===== src/rtl/jump_physics.sv =====
// Frame-ticked jump/slide vertical-motion controller: velocity + gravity arc, timed slide, buffered requests.
// Optional air (double) jump when JUMP_DOUBLE_EN is defined; all outputs registered, updates only on frame_tick.
module jump_physics #(
   parameter int WIDTH        = 12,
   parameter int V0           = 12,
   parameter int GRAVITY      = 1,
   parameter int MAX_FALL     = 16,
   parameter int CEILING      = 200,
   parameter int SLIDE_FRAMES = 30
) (
   input  logic             clk,
   input  logic             rst_n,
   input  logic             frame_tick,
   input  logic             jump_req,
   input  logic             slide_req,
   output logic [WIDTH-1:0] height,
   output logic [WIDTH-1:0] vel,
   output logic             is_jumping,
   output logic             is_sliding,
   output logic             landed
);

   typedef enum logic [1:0] {IDLE, RISE, FALL, SLIDE} state_t;

   localparam int CW = $clog2(SLIDE_FRAMES + 1);

   localparam logic signed [WIDTH:0]   CEIL_S    = (WIDTH+1)'(CEILING);
   localparam logic signed [WIDTH:0]   NEG_MAX_S = (WIDTH+1)'(-MAX_FALL);
   localparam logic signed [WIDTH:0]   GRAV_S    = (WIDTH+1)'(GRAVITY);
   localparam logic signed [WIDTH:0]   HZERO     = '0;
   localparam logic signed [WIDTH-1:0] VZERO     = '0;
   localparam logic signed [WIDTH-1:0] V0_S      = WIDTH'(V0);
   localparam logic [CW-1:0]           SLIDE_CNT = CW'(SLIDE_FRAMES);
   localparam logic [CW-1:0]           CNT_ONE   = CW'(1);

   state_t                  state_q, state_d;
   logic [WIDTH-1:0]        height_q, height_d;
   logic signed [WIDTH-1:0] vel_q, vel_d;
   logic [CW-1:0]           cnt_q, cnt_d;
   logic                    jump_pend_q, jump_pend_d;
   logic                    slide_pend_q, slide_pend_d;
   logic                    landed_q, landed_d;
`ifdef JUMP_DOUBLE_EN
   logic                    air_q, air_d;
`endif

   logic                    jump_now, slide_now;
   logic signed [WIDTH:0]   h_next, v_grav;

   // A request arriving in the tick cycle itself still counts for that tick.
   assign jump_now  = jump_pend_q | jump_req;
   assign slide_now = slide_pend_q | slide_req;

   assign h_next = $signed({1'b0, height_q}) + $signed({vel_q[WIDTH-1], vel_q});
   assign v_grav = $signed({vel_q[WIDTH-1], vel_q}) - GRAV_S;

   always_comb begin
      state_d      = state_q;
      height_d     = height_q;
      vel_d        = vel_q;
      cnt_d        = cnt_q;
      landed_d     = 1'b0;
      jump_pend_d  = frame_tick ? 1'b0 : jump_now;
      slide_pend_d = frame_tick ? 1'b0 : slide_now;
`ifdef JUMP_DOUBLE_EN
      air_d        = air_q;
`endif
      if (frame_tick) begin
         case (state_q)
            IDLE: begin
               if (jump_now) begin
                  vel_d   = V0_S;
                  state_d = RISE;
               end else if (slide_now) begin
                  cnt_d   = SLIDE_CNT;
                  state_d = SLIDE;
               end
            end
            RISE, FALL: begin
               if (h_next <= HZERO) begin
                  height_d = '0;
                  vel_d    = VZERO;
                  state_d  = IDLE;
                  landed_d = 1'b1;
`ifdef JUMP_DOUBLE_EN
                  air_d    = 1'b1;
`endif
               end else begin
                  // Clamp only upward motion, so a body resting at the ceiling with vel=0 starts to descend.
                  if (h_next >= CEIL_S && vel_q > VZERO) begin
                     height_d = CEIL_S[WIDTH-1:0];
                     vel_d    = VZERO;
                     state_d  = FALL;
                  end else begin
                     height_d = h_next[WIDTH-1:0];
                     vel_d    = (v_grav < NEG_MAX_S) ? NEG_MAX_S[WIDTH-1:0] : v_grav[WIDTH-1:0];
                     state_d  = (vel_d > VZERO) ? RISE : FALL;
                  end
                  if (slide_now) begin
                     vel_d   = NEG_MAX_S[WIDTH-1:0];
                     state_d = FALL;
                  end
`ifdef JUMP_DOUBLE_EN
                  if (jump_now && air_q) begin
                     vel_d   = V0_S;
                     state_d = RISE;
                     air_d   = 1'b0;
                  end
`endif
               end
            end
            SLIDE: begin
               if (jump_now) begin
                  vel_d   = V0_S;
                  state_d = RISE;
               end else begin
                  cnt_d = cnt_q - CNT_ONE;
                  if (cnt_q <= CNT_ONE) begin
                     state_d = IDLE;
                  end
               end
            end
            default: state_d = IDLE;
         endcase
      end
   end

   always_ff @(posedge clk or negedge rst_n) begin
      if (!rst_n) begin
         state_q      <= IDLE;
         height_q     <= '0;
         vel_q        <= '0;
         cnt_q        <= '0;
         jump_pend_q  <= 1'b0;
         slide_pend_q <= 1'b0;
         landed_q     <= 1'b0;
`ifdef JUMP_DOUBLE_EN
         air_q        <= 1'b1;
`endif
      end else begin
         state_q      <= state_d;
         height_q     <= height_d;
         vel_q        <= vel_d;
         cnt_q        <= cnt_d;
         jump_pend_q  <= jump_pend_d;
         slide_pend_q <= slide_pend_d;
         landed_q     <= landed_d;
`ifdef JUMP_DOUBLE_EN
         air_q        <= air_d;
`endif
      end
   end

   assign height     = height_q;
   assign vel        = vel_q;
   assign is_jumping = (state_q == RISE) || (state_q == FALL);
   assign is_sliding = (state_q == SLIDE);
   assign landed     = landed_q;

endmodule


===== config.mk =====
export PLATFORM = sky130hd
export DESIGN_NAME = jump_physics
export DESIGN_NICKNAME = d
export VERILOG_FILES = /design/src/rtl/jump_physics.sv
export SDC_FILE = /design/constraint.sdc
export NUM_CORES = 1
export LEC_CHECK = 0
export ABC_AREA = 1
export BUFFER_PORTS_ARGS = -buffer_cell sky130_fd_sc_hd__buf_2
export CAP_MARGIN = 0
export CORE_MARGIN = 3
export CORE_UTILIZATION = 53
export DETAILED_ROUTE_END_ITERATION = 10
export GPL_ROUTABILITY_DRIVEN = 0
export PLACE_DENSITY_LB_ADDON = 0.2
export SKIP_LAST_GASP = 1
export SYNTH_ARGS = -nofsm -noshare
export SYNTH_HDL_FRONTEND = slang
export SYNTH_SLANG_ARGS = --single-unit

===== constraint.sdc =====
create_clock -name clk -period 2.5 [get_ports clk]
set_clock_uncertainty 0.05 [all_clocks]
set_input_delay 0.125 -clock clk [delete_from_list [all_inputs] [get_ports clk]]
set_output_delay 0.125 -clock clk [all_outputs]
set_load 0.02 [all_outputs]

==> Word-level counts from Yosys, hierarchy flattened <==
Cells that the tools add are included.
{ "totals": {"inputBits": 5, "elab_cells": 63, "ff_bits": 34, "output_inout_bits": 27} }
{ "classes": {"eq_ne": 9, "bitwise_logic": 2, "order_cmp": 6, "add_sub_neg": 3, "reduce_logical": 10, "mux": 26} }
{ "ops": {"columns": ["op", "n"], "rows": [
  ["12-bit two-way mux", 7],
  ["12-bit by 1-bit greater-than comparator with 1-bit output (second input constant)", 2],
  ["12-bit one-hot mux with 2 select lines", 1],
  ["2-bit two-way mux", 8],
  ["5-bit two-way mux", 3],
  ["13-bit by 12-bit adder with 13-bit output", 1],
  ["13-bit by 9-bit greater-or-equal comparator with 1-bit output (second input constant)", 1],
  ["13-bit by 1-bit <= comparator with 1-bit output (second input constant)", 1],
  ["13-bit by 5-bit less-than comparator with 1-bit output (second input constant)", 1],
  ["12-bit by 2-bit subtractor with 13-bit output (second input constant)", 1],
  ["5-bit one-hot mux with 2 select lines", 1],
  ["2-bit != test (second input constant)", 3],
  ["2-bit one-hot mux with 3 select lines", 1],
  ["5-bit by 1-bit <= comparator with 1-bit output (second input constant)", 1],
  ["1-bit two-way mux", 5],
  ["5-bit AND reduction", 1],
  ["5-bit by 1-bit subtractor with 5-bit output (second input constant)", 1],
  ["2-bit == test (second input constant)", 2],
  ["2-bit AND reduction", 2],
  ["2-bit OR reduction", 2],
  ["3-bit by 1-bit != test with 1-bit output (second input constant)", 1],
  ["3-bit != test (second input constant)", 1],
  ["3-bit AND reduction", 1],
  ["2-bit by 1-bit == test with 1-bit output (second input constant)", 1],
  ["6 further kinds", 7]
]} }

==> Longest topological paths before layout <==
{ "logic_depth": {"depth_word": 9, "mapped_depth": 20, "mapped_depth_nobuf": 19} }

==> Least setup slack after synthesis <==
OpenSTA, ideal clock, no wires.
{ "synth_timing": {"path_kind": "reg-to-reg", "from": "reg vel_q[0], in the netlist vel[0]", "to": "reg height_q[0], in the netlist height[0]", "setup_ps": 66, "path_buffers": 1, "t_required_ps": 2384, "path_slack_ps": -36, "t_arrival_ps": 2420, "stages_incl_launch_ff": 19, "synth_period_minus_slack_ps": 2536, "path_cell_list": "dfrtp_1 ha_1 inv_1 fa_1 inv_1 nand3_1 nand2_2 nand2_1 nand2_2 nand4_2 nand2_2 xor2_2 nand2_2 nor2_4 nand2_4 buf_6 nor2_4 nand2_1 nand2_1"} }
{ "synth_between": {"elab_chain_len": 5, "word_cells_on_any_way": 7, "cone_classes": "add/sub (1); order compare (3); mux (2); reduce/logical (1)"} }
{ "synth_lines": {"columns": ["element", "line_no", "rtl"], "rows": [
  ["from (decl)", "38", "logic signed [WIDTH-1:0] vel_q, vel_d;"],
  ["from (signal assigned)", "143", "vel_q <= vel_d;"],
  ["13-bit by 12-bit adder with 13-bit output", "54", "assign h_next = $signed({1'b0, height_q}) + $signed({vel_q[WIDTH-1], vel_q});"],
  ["13-bit by 9-bit greater-or-equal comparator with 1-bit output", "90", "if (h_next >= CEIL_S && vel_q > VZERO) begin"],
  ["1-bit logical AND", "90", null],
  ["12-bit two-way mux", "90", null],
  ["12-bit two-way mux (*)", "80", "if (h_next <= HZERO) begin"],
  ["to (signal assigned)", "142", "height_q <= height_d;"],
  ["to (decl)", "37", "logic [WIDTH-1:0] height_q, height_d;"]
]} }
Mark *: on every way between the ends. The rest lies on a longest branch, timed or not.
A chain may end at the register's enable or synchronous reset.

==> Worst setup path after layout <==
{ "layout_timing": {"from": "reg vel_q[0], in the netlist vel[0]", "to": "reg vel_q[2], in the netlist vel[2]"} }
{ "layout_between": {"elab_chain_len": 7, "word_cells_on_any_way": 12, "cone_classes": "add/sub (2); order compare (4); mux (5); reduce/logical (1)"} }
{ "layout_lines": {"columns": ["element", "line_no", "rtl"], "rows": [
  ["12-bit by 2-bit subtractor with 13-bit output / 13-bit by 12-bit adder with 13-bit output (equally long branches)", "55, 54", null],
  ["13-bit by 5-bit less-than comparator with 1-bit output / 13-bit by 9-bit greater-or-equal comparator with 1-bit output (equally long branches)", "96, 90", null],
  ["12-bit two-way mux / 1-bit logical AND (equally long branches)", "96, 90", null],
  ["12-bit two-way mux", "90", null],
  ["12-bit two-way mux", "99", "if (slide_now) begin"],
  ["12-bit two-way mux (*)", "80", null],
  ["12-bit one-hot mux with 2 select lines (*)", "69", "case (state_q)"]
]} }
Marks and branches as above.

==> results.yml <==
routing:
  vias: 3008
  wl_microns: 7940
  avgRoutedWirePerCell_microns: 14.0
  ant_nets: 0
  drtIter0Drc: 256
  drtPass1Iterations: 5
  drc: 0
  routed_via_density: 5.31
global_route:
  grt_max_degree: 35
  grt_pass1_vias: 2761
  grt.overflow.total: 0
  antenna_found_initial: 0
  grt_pass1_wl_microns: 12800
  grt_util_all_layers_pct: 26.3
critical_path:
  worstPathArrival_ns: 2.68
  crit_type: "reg2reg"
  path_max_fanout: 3
  cp-start-kind: "register"
  crit_path_end_kind: "register"
  required_ns: 2.65
logic_synthesis:
  synth-main-ff-cell: "dfrtp_1"
  synthCells: 431
  synthesis.nets: 454
  synth_cell_type_count: 31
  synth-edff-count: 0
  ys_warn_count: 0
  synth_top_area_cell: "dfrtp_1"
  netlist_area_sq_mm: 0.00276
  synth_most_common_cell: "nand2_1"
  synth_area_leaders: "dfrtp_1, nand2_1, inv_1, ha_1, nand3_1"
  synth_top_area_share_pct: 30.8
  synth_seq_cells: 34
  synthArstFlopShare_pct: 100
  ys_seq_area_share_pct: 30.8
  synth_area_per_cell_sq_um: 6.41
  synth_common_cells: "nand2_1, inv_1, nor2_1"
pwr:
  power.density_mw_per_mm2: 1460
  power_report.internal_total_mw: 2.37
  clkPwrFrac_pct: 8.3
  comb_power_share_pct: 73.2
  power_leakage_nw: 1.89
  p_switching_mw: 2.77
  peakVddDrop_v: 0.000912
  switching_share_pct: 53.9
  seq_power_share_pct: 18.5
sta:
  slew_viol_final: 0
  layout_min_cycle_time_ns: 2.53
  hold_viol: 0
  tightest_slew_ns: 0.768
  setup_viol: 9
  setup_ws_ns: -0.0323
  finalCritPeriodShare_pct: 101
  slew-limit-headroom_pct: 48.8
  fin_setup_tns_ns: -0.156
  rsz0062_at_grt: "true"
  fmax_mhz: 395
worst_hold_path:
  hp-class: "in2reg"
final_layout:
  utilization_pct: 71.9
  instances_no_fill: 567
  area_growth_pct: 27.1
  fin_nets: 522
  antennaDiodeCount: 0
  drive_above_1_share_pct: 25.4
floorplan:
  fp.coreArea_sq_mm: 0.00488
  io-pin-count: 32
  num_rows: 25
  dieArea_sq_mm: 0.00611
  start_util_pct: 56.6
  die_w_microns: 78.2
  dieHeight_microns: 78.2
cts:
  clock-sinks: 34
  clk_latency_ns: 0.29
  htree_num_levels: 2
  tritoncts: "yes"
  cts_made_buffers: 5
  clk_pin_slew_ns: 0.07
  cts_root_buf: "clkbuf_8"
  clockBufferDepth: 2
placement:
  hpwlAfterDp_microns: 5880
  place_inst: 546
  portBuffers: 31
run_status:
  status: "finished, violations left"
  failed_checks: "setup timing"
flow_run:
  cap_viol_max_count: 0
## per-layer routing
metal	global-route usage, %	vias up	share of wire [%]
li1	-	1498	-
met4	7.17	0	1.1
met2	43.5	115	49
met5	0	-	0
met3	3.90	9	6.1
met1	36.1	1386	44
## final cells by class
class / count / area [sq um]
fillers: 406 / 1370
multi-input cells: 331 / 1840
inverters: 64 / 243
clock buffers: 7 / 86.3
flip-flops and latches: 34 / 853
clock inverters: 1 / 5.00
well taps: 67 / 83.8
repair buffers: 63 / 402
## power groups by stage
stage          clock network [mW]  logic, mW  registers (mW)
6_report                    0.427       3.76           0.949
5_1_grt                     0.463       4.17           0.974
2_1_floorplan                   0       2.07            1.12
4_1_cts                     0.431       3.36           0.920
3_5_place_dp                    0       3.24           0.935
3_3_place_gp                    0       3.18           0.923
## path summary, 6_finish.rpt
kind	end	from	cells past startpoint	slack, ns
max	vel[2]$_DFFE_PN0P_	vel[0]$_DFFE_PN0P_	17	-0.03
min	jump_pend_q$_DFF_PN0_	jump_req	3	0.06
max reg2reg	vel[2]$_DFFE_PN0P_	vel[0]$_DFFE_PN0P_	17	-0.03
min reg2reg	cnt_q[2]$_DFFE_PN0P_	cnt_q[2]$_DFFE_PN0P_	2	0.47
max in group asynchronous	vel[0]$_DFFE_PN0P_	rst_n	2	1.49
min in group asynchronous	height[5]$_DFFE_PN0P_	rst_n	2	0.38
## flip-flops by register name, summed over array words and instances, names as in the netlist
name,cells
height,12
vel,12
cnt_q,5
state_q,2
jump_pend_q,1
landed,1
slide_pend_q,1
## repair_timing
| item | in CTS | in global routing |
|---|---|---|
| resized for setup | 5 | 44 |
| endpoints found under the hold margin | 34 | 0 |
| pin swaps | 4 | 20 |
| hold buffers | 1 | 0 |
| buffers inserted | 6 | 6 |
| endpoints found under the setup margin | 17 | 27 |
## per-stage QoR
step,setup slack (ns),cell area (sq um),power [mW],hold WS (ns)
2_1_floorplan,0.0235,2760,3.19,-0.221
5_1_grt,-0.178,3510,5.61,0.0783
3_3_place_gp,0.0529,3130,4.10,0.183
4_1_cts,0.00820,3290,4.71,0.0608
6_report,-0.0323,3510,5.14,0.0602
3_5_place_dp,-0.0874,3130,4.18,0.180
## cells by family (layout without fill, tap and decap cells)
family,after synthesis,in the layout,synth area share (%)
flops,34,34,30.8
compound gates,32,32,6.48
simple gates,275,275,42.9
buf+inv,66,135,9.24
fa+ha+maj,18,18,8.43
xor+xnor,6,6,2.17
## worst max-delay path, stage by stage (launching register included)
cell	delay [ns]
dfrtp_2	0.41
ha_4	0.15
inv_2	0.04
fa_2	0.39
inv_2	0.08
nand3_2	0.07
nand2_2	0.10
nand2_2	0.06
nand2_2	0.07
nand4_2	0.07
nand2_2	0.10
xor2_2	0.15
nand2_2	0.10
buf_4	0.15
buf_6	0.11
inv_4	0.05
nand3_1	0.08
a21oi_1	0.19
## cells in the final DEF (no fill, tap or decap), types with 3 or more instances in the layout
cell	synthesis	final
a21oi_1	9	7
buf_2	0	31
buf_4	0	30
clkbuf_8	0	6
dfrtp_1	34	32
ha_1	17	7
ha_2	0	5
ha_4	0	5
inv_1	62	57
inv_2	2	6
nand2_1	152	145
nand2_2	5	11
nand3_1	41	39
nand3b_1	3	3
nand4_1	8	8
nor2_1	51	45
nor2_2	3	7
nor2_4	3	5
nor3_1	6	5
o21ai_0	7	6
o21ai_1	9	8
o21ai_2	1	3
xor2_1	4	3
(Power assumes the default switching activity.)
